### config.mk
export PLATFORM = sky130hd
export DESIGN_NAME = fix_checksum_stream
export DESIGN_NICKNAME = d
export VERILOG_FILES = /design/src/rtl/fix_checksum_stream.sv
export SDC_FILE = /design/constraint.sdc
export NUM_CORES = 1
export LEC_CHECK = 0
export CORE_MARGIN = 1.5
export CORE_UTILIZATION = 65
export DETAILED_ROUTE_END_ITERATION = 8
export DONT_BUFFER_PORTS = 1
export PLACE_DENSITY = 0.8
export SLEW_MARGIN = 20
export SYNTH_ARGS = -nofsm -noshare
export SYNTH_HDL_FRONTEND = slang
export SYNTH_SLANG_ARGS = --single-unit
### constraint.sdc
create_clock -name clk -period 3.1 [get_ports clk]
set_input_delay 0.62 -clock clk [delete_from_list [all_inputs] [get_ports clk]]
set_output_delay 0.62 -clock clk [all_outputs]
set_load 0.005 [all_outputs]
### src/rtl/fix_checksum_stream.sv
// Streaming FIX checksum engine.
// Sums every message byte from BeginString up to and including the SOH that
// precedes the "10=" trailer, decodes the received decimal checksum and
// reports both values with a match flag and error status once per message.
//
// Ports:
//   clk, rst          clock, asynchronous active-low reset
//   data_i/valid_i    message byte stream (accepted when valid_i && ready_o)
//   sop_i/eop_i       first/last byte markers, qualified by valid_i
//   ready_o           byte accepted this cycle (low while a result is pending)
//   res_valid_o       result available; held until res_ready_i
//   res_ready_i       downstream accepts the result
//   checksum_o        computed checksum (mod 2^SUM_W)
//   rx_checksum_o     decoded received checksum, saturated to 2^SUM_W-1
//   match_o           checksums equal and no error
//   err_o             [0] format, [1] length overflow, [2] aborted by sop
//   len_o             bytes accepted, sop through eop inclusive
module fix_checksum_stream #(
    parameter logic [7:0]  SOH_CHAR   = 8'h01,
    parameter int unsigned SUM_W      = 8,
    parameter int unsigned NUM_DIGITS = 3,
    parameter int unsigned MAX_LEN    = 4096,
    localparam int unsigned LEN_W     = $clog2(MAX_LEN + 1)
) (
    input  logic             clk,
    input  logic             rst,
    input  logic [7:0]       data_i,
    input  logic             valid_i,
    input  logic             sop_i,
    input  logic             eop_i,
    output logic             ready_o,
    output logic             res_valid_o,
    input  logic             res_ready_i,
    output logic [SUM_W-1:0] checksum_o,
    output logic [SUM_W-1:0] rx_checksum_o,
    output logic             match_o,
    output logic [2:0]       err_o,
    output logic [LEN_W-1:0] len_o
);

    localparam int unsigned DIG_W = $clog2(NUM_DIGITS + 2);
    localparam int unsigned RXW_W = SUM_W + 4;

    localparam logic [7:0] CH_0  = 8'h30;
    localparam logic [7:0] CH_1  = 8'h31;
    localparam logic [7:0] CH_9  = 8'h39;
    localparam logic [7:0] CH_EQ = 8'h3D;

    typedef enum logic [2:0] {
        S_IDLE, S_BODY, S_T1, S_T0, S_TEQ, S_DIG, S_RESULT
    } state_t;

    state_t             state;
    logic [SUM_W-1:0]   sum;
    logic [SUM_W-1:0]   snap;
    logic [SUM_W-1:0]   frozen;
    logic [SUM_W-1:0]   rx_acc;
    logic [DIG_W-1:0]   ndig;
    logic [LEN_W-1:0]   len;
    logic [2:0]         err_acc;
    logic [7:0]         skid_data;
    logic               skid_vld;

    logic               accept;
    logic               is_digit;
    logic [SUM_W-1:0]   sum_add;
    logic [RXW_W-1:0]   rx_wide;
    logic [SUM_W-1:0]   rx_sat;
    logic [LEN_W-1:0]   len_inc;
    logic [DIG_W-1:0]   ndig_inc;

    logic               fin;
    logic [SUM_W-1:0]   fin_sum;
    logic [SUM_W-1:0]   fin_rx;
    logic [2:0]         fin_err;
    logic [LEN_W-1:0]   fin_len;
    logic               fin_match;

    // Datapath helpers: modulo sum, decimal shift-in with saturation, saturating counters
    assign accept   = valid_i && ready_o;
    assign is_digit = (data_i >= CH_0) && (data_i <= CH_9);
    assign sum_add  = sum + SUM_W'(data_i);
    assign rx_wide  = RXW_W'(rx_acc) * RXW_W'(10) + RXW_W'(data_i[3:0]);
    assign rx_sat   = (|rx_wide[RXW_W-1:SUM_W]) ? {SUM_W{1'b1}} : rx_wide[SUM_W-1:0];
    assign len_inc  = (len == LEN_W'(MAX_LEN)) ? len : len + LEN_W'(1);
    assign ndig_inc = (ndig > DIG_W'(NUM_DIGITS)) ? ndig : ndig + DIG_W'(1);

    // Result payload for the cycle a message closes (eop, abort, or sop+eop)
    always_comb begin
        fin     = 1'b0;
        fin_sum = sum_add;
        fin_rx  = rx_acc;
        fin_err = err_acc;
        fin_len = len_inc;
        if (state != S_RESULT && accept) begin
            if (sop_i && state != S_IDLE) begin
                // Aborted message: report what was gathered, sop byte goes to skid
                fin     = 1'b1;
                fin_sum = (state == S_DIG) ? frozen : sum;
                fin_len = len;
                fin_err = err_acc | 3'b100;
            end else if (sop_i && eop_i) begin
                fin     = 1'b1;
                fin_sum = SUM_W'(data_i);
                fin_rx  = '0;
                fin_len = LEN_W'(1);
                fin_err = 3'b001;
            end else if (eop_i && state != S_IDLE) begin
                fin = 1'b1;
                if (state == S_DIG) begin
                    fin_sum = frozen;
                    fin_err = err_acc | {2'b00, (data_i != SOH_CHAR) ||
                                                (ndig != DIG_W'(NUM_DIGITS))};
                end else begin
                    fin_err = err_acc | 3'b001;
                end
            end
        end
        fin_match = (fin_sum == fin_rx) && (fin_err == 3'b000);
    end

    // Message FSM, working accumulators and registered result outputs
    always_ff @(posedge clk or negedge rst) begin
        if (!rst) begin
            state         <= S_IDLE;
            sum           <= '0;
            snap          <= '0;
            frozen        <= '0;
            rx_acc        <= '0;
            ndig          <= '0;
            len           <= '0;
            err_acc       <= '0;
            skid_data     <= '0;
            skid_vld      <= 1'b0;
            ready_o       <= 1'b0;
            res_valid_o   <= 1'b0;
            checksum_o    <= '0;
            rx_checksum_o <= '0;
            match_o       <= 1'b0;
            err_o         <= '0;
            len_o         <= '0;
        end else if (state == S_RESULT) begin
            ready_o <= res_ready_i;
            if (res_ready_i) begin
                res_valid_o <= 1'b0;
                if (skid_vld) begin
                    // Restart the aborting message from the held sop byte
                    state    <= S_BODY;
                    sum      <= SUM_W'(skid_data);
                    len      <= LEN_W'(1);
                    err_acc  <= '0;
                    rx_acc   <= '0;
                    skid_vld <= 1'b0;
                end else begin
                    state <= S_IDLE;
                end
            end
        end else if (fin) begin
            state         <= S_RESULT;
            ready_o       <= 1'b0;
            res_valid_o   <= 1'b1;
            checksum_o    <= fin_sum;
            rx_checksum_o <= fin_rx;
            match_o       <= fin_match;
            err_o         <= fin_err;
            len_o         <= fin_len;
            if (sop_i && state != S_IDLE) begin
                skid_data <= data_i;
                skid_vld  <= 1'b1;
            end
        end else begin
            ready_o <= 1'b1;
            if (accept) begin
                if (state == S_IDLE) begin
                    if (sop_i) begin
                        state   <= S_BODY;
                        sum     <= SUM_W'(data_i);
                        len     <= LEN_W'(1);
                        err_acc <= '0;
                        rx_acc  <= '0;
                    end
                end else if (!err_acc[1]) begin
                    // Once overflowed, bytes are dropped until eop or sop
                    len <= len_inc;
                    if (len_inc == LEN_W'(MAX_LEN)) begin
                        err_acc[1] <= 1'b1;
                    end
                    if (state == S_DIG) begin
                        if (is_digit) begin
                            rx_acc <= rx_sat;
                            ndig   <= ndig_inc;
                        end else if (data_i != SOH_CHAR) begin
                            err_acc[0] <= 1'b1;
                        end
                    end else begin
                        sum <= sum_add;
                        if (data_i == SOH_CHAR) begin
                            snap  <= sum_add;
                            state <= S_T1;
                        end else begin
                            case (state)
                                S_T1:    state <= (data_i == CH_1) ? S_T0 : S_BODY;
                                S_T0:    state <= (data_i == CH_0) ? S_TEQ : S_BODY;
                                S_TEQ: begin
                                    if (data_i == CH_EQ) begin
                                        frozen <= snap;
                                        rx_acc <= '0;
                                        ndig   <= '0;
                                        state  <= S_DIG;
                                    end else begin
                                        state <= S_BODY;
                                    end
                                end
                                default: state <= S_BODY;
                            endcase
                        end
                    end
                end
            end
        end
    end

endmodule

==> metrics.md <==
| Metric | Value |
|---|---|
| Crit. End Element | `flop` |
| Detailed Place HPWL | `13.6 mm` |
| Worst-path clk slew | `roughly 0.10 ns` |
| Vias | `5,978` |
| CTS tree | `done` |
| FP Rows | `36` |
| Global-route wire length before repair | `28.9 mm` |
| Clk buf depth | `2` |
| Final Max Tran Viols | `0` |
| Status | `complete, no violations` |
| Fin util | `between 70% and 80%` |
| Largest net degree at the start of global routing | `98` |
| Sw Share | `44.5%` |
| Die width | `103 um` |
| Starting Density | `66.9%` |
| Post-CTS setup buffers | `0` |
| WL per Instance | `20.6 um` |
| Clock root cell | `clkbuf_8` |
| Crit path time final | `2.87 ns` |
| Syn Inst Count | `761` |
| Int Pwr | `approximately 3 mW` |
| Largest family of logic cells by synthesized area | `simple AND/OR/NAND/NOR gates` |
| Peak VDD IR | `0.432 mV` |
| Syn Std Cell Area | `0.00651 sq mm` |
| Pwr dens | `slightly below 800 mW/mm^2` |
| Pre-antenna DRT Iters | `5` |
| FF+latch count, synth | `97` |
| Max Freq | `0.348 GHz` |
| Crit path max-delay cell type | `a211oi_1` |
| Ys async rst share | `100%` |
| R2R depth | `8` |
| RePlAce Congestion | `approximately 1.0` |
| IO Port Bufs | `0` |
| Post-place setup slack | `roughly 0.037 ns` |
| Worst Tran Pin Value | `0.743 ns` |
| Syn_nets | `804` |
| Clk_lat worst skew | `about 0.38 ns` |
| DIE AREA | `0.0106 sq mm` |
| Worst EP required | `between 3 and 4 ns` |
| DRT antenna net count | `0` |
| Slew headroom | `50.4%` |
| Period utilization | `approximately 93%` |
| Critical Path AT | `about 3.2 ns` |
| Synth Area in Adders | `5.92%` |
| IO Pins | `49` |
| Register area share after synthesis | `37.3%` |
| Hold Violations, Final | `0` |
| Final net count | `about 800` |
| WP depth | `8` |
| H-tree depth | `3` |
| Layout cells sized above 1 | `10.3%` |
| Synth cell types | `67` |
| Unrepaired setup endpoints after global routing | `no` |
| Synthesized area per cell | `approximately 8.6 sq um` |
| Die Y | `103 um` |
| FF-to-FF Start | `sum[1]$_DFFE_PN0P_` |
| Cts bufs inserted | `9` |
| Most used cell, CP | `o211ai_1` |
| GRT Util Overall | `a little over a third` |
| Synth area leader | `dfrtp_1` |
| Leakage | `3.21 nW` |
| CP startpoint kind | `flop` |
| Xor/xnor share of the synthesized area | `under 10%` |
| Worst Skew | `0.0137 ns` |
| Core area | `0.00973 sq mm` |
| CP Class | `reg2reg` |
| ANT cells | `0` |
| Clk pwr share | `17.3%` |
| Critical path's top delay family | `compound AO/OA/AOI/OAI gates` |
| DRC | `0` |
| Synth Area in Compound Gates | `a little over a fifth` |
| Mux cell area share after synthesis | `under 10%` |
| Worst hold path type | `in2async` |
| Slowest stage delay, CP | `0.64 ns` |
| Setup TNS | `0 ns` |
| Final setup violating endpoints | `0` |
| Fraction of power consumed by sequential logic | `34.8%` |
| DRT Wirelength | `18.5 mm` |
| Critical Path Fanout Max | `5` |
| Max-cap violations | `0` |
| Area growth syn-to-layout | `6.94%` |
| Number of enable flip-flop cells after synthesis | `0` |
| Initial detailed-routing violation count | `469` |
| Overflow after GRT | `0` |
| WP buf/inv | `0` |
| CTS sink count | `97` |
| Comb pwr share | `between 40% and 50%` |
| Simple-gate share of the synthesized area | `22.5%` |
| Yosys warning total | `0` |
| NetSw | `2.43 mW` |
| Setup crit start | `sum[1]$_DFFE_PN0P_` |
| Initial antenna violation count | `0` |
| Top post-synthesis cells by area | `dfrtp_1, nand2_1, ha_1, o21ai_0, mux2_2` |
| Final WS setup | `0.226 ns` |
| Synth Flop Type | `dfrtp_1` |
| Vias in the first global route | `about 5,600` |
| Synth top area share | `37.3%` |
| Vias per cell | `6.66` |
| Crit-path cells | `ha_1 > a211oi_1 > o211ai_1 > o211ai_1 > nand2_1 > nor4b_1 > nor3_1 > o31ai_1` |
## synth_stat cells, drive strengths merged (10+ instances only)
cell type,n
a211oi,14
a21o,18
a21oi,45
buf,13
clkbuf,35
dfrtp,97
ha,26
inv,20
mux2,21
nand2,131
nand3,24
nor2,48
nor2b,13
nor3,16
nor3b,10
o21ai,60
o31ai,12
xnor2,16
## power groups by stage
stage	sequential (mW)	combinational [mW]	clock, mW
final	1.90	2.62	0.946
after floorplan	1.75	1.92	0
after detailed placement	1.92	2.53	0
after global routing	1.95	2.88	1.01
after CTS	1.89	2.57	0.951
after global placement	1.90	2.46	0
## final cells by class
type	instances	area [sq um]
Tap cell	133	166
Fill cell	757	2770
Timing Repair Buffer	35	283
Sequential cell	97	2430
Inverter	20	75.1
Multi-Input combinational cell	596	3780
Clock buffer	9	124
Clock inverter	7	100
## sequential cells by signal, indices dropped and copies added (netlist names), 2 cells and up
name	cells
len	13
len_o	13
checksum_o	8
frozen	8
rx_acc	8
rx_checksum_o	8
skid_data	8
snap	8
sum	8
err_o	3
ndig	3
state	3
err_acc	2
## final timing paths
check,end,slack (ns)
min,len_o[2]$_DFFE_PN0P_,0.17
min reg2reg,skid_data[1]$_DFFE_PN0P_,0.49
min in group clk,skid_data[3]$_DFFE_PN0P_,0.34
max,match_o$_DFFE_PN0P_,0.23
max in group asynchronous,sum[2]$_DFFE_PN0P_,2.58
max reg2reg,match_o$_DFFE_PN0P_,0.23
## metal layers
| layer | track usage (%) | wire length [um] | part of all wire (%) |
|---|---|---|---|
| met1 | 47.2 | 7610 | 41 |
| met2 | 58.8 | 8810 | 48 |
| met3 | 6.03 | 1360 | 7.4 |
| met4 | 16.6 | 675 | 3.7 |
| met5 | 0 | 0 | 0 |
## logic make-up after synthesis
kind of cell | after synthesis
compound gates | 213
flops | 97
fa+ha+maj | 29
mux | 29
simple gates | 300
buf+inv | 68
xor+xnor | 25
## cell usage in the layout, fill, tap and decap left out, drive strengths merged, types with 8 or more instances in the layout
cell type / count
nand4: 8
ha: 26
xor2: 9
nand3: 24
buf: 35
a211oi: 14
o31ai: 12
nor3b: 10
clkbuf: 9
nor4: 9
o21ai: 60
nor3: 16
nand2: 131
nor2b: 13
mux2: 21
and3: 9
a21oi: 45
nor2: 48
mux2i: 8
dfrtp: 97
inv: 23
a21o: 18
xnor2: 16
## metrics by stage
step                      instances  hold slack, ns  power [mW]  instance area [sq um]
final                           897           0.166        5.47                   6960
after global routing            897           0.162        5.84                   6960
after floorplan                 761           0.324        3.67                   6510
after CTS                       897           0.176        5.42                   6960
after detailed placement        880           0.326        4.45                   6710
after global placement          880           0.326        4.36                   6710
## worst reg2reg max path, stage by stage, from the launching register on
cell and delay, ns:
dfrtp_1 0.47, ha_1 0.32, a211oi_1 0.64, o211ai_1 0.19, o211ai_1 0.35, nand2_1 0.16, nor4b_1 0.34, nor3_1 0.08
o31ai_1 0.23
## repair_timing
action                                 4_1_cts  5_1_grt
endpoints found under the hold margin       97        0
hold buffers                                 1        0
setup endpoints to repair                    0        1
gates resized for setup                      0        1
(Power assumes the default switching activity.)
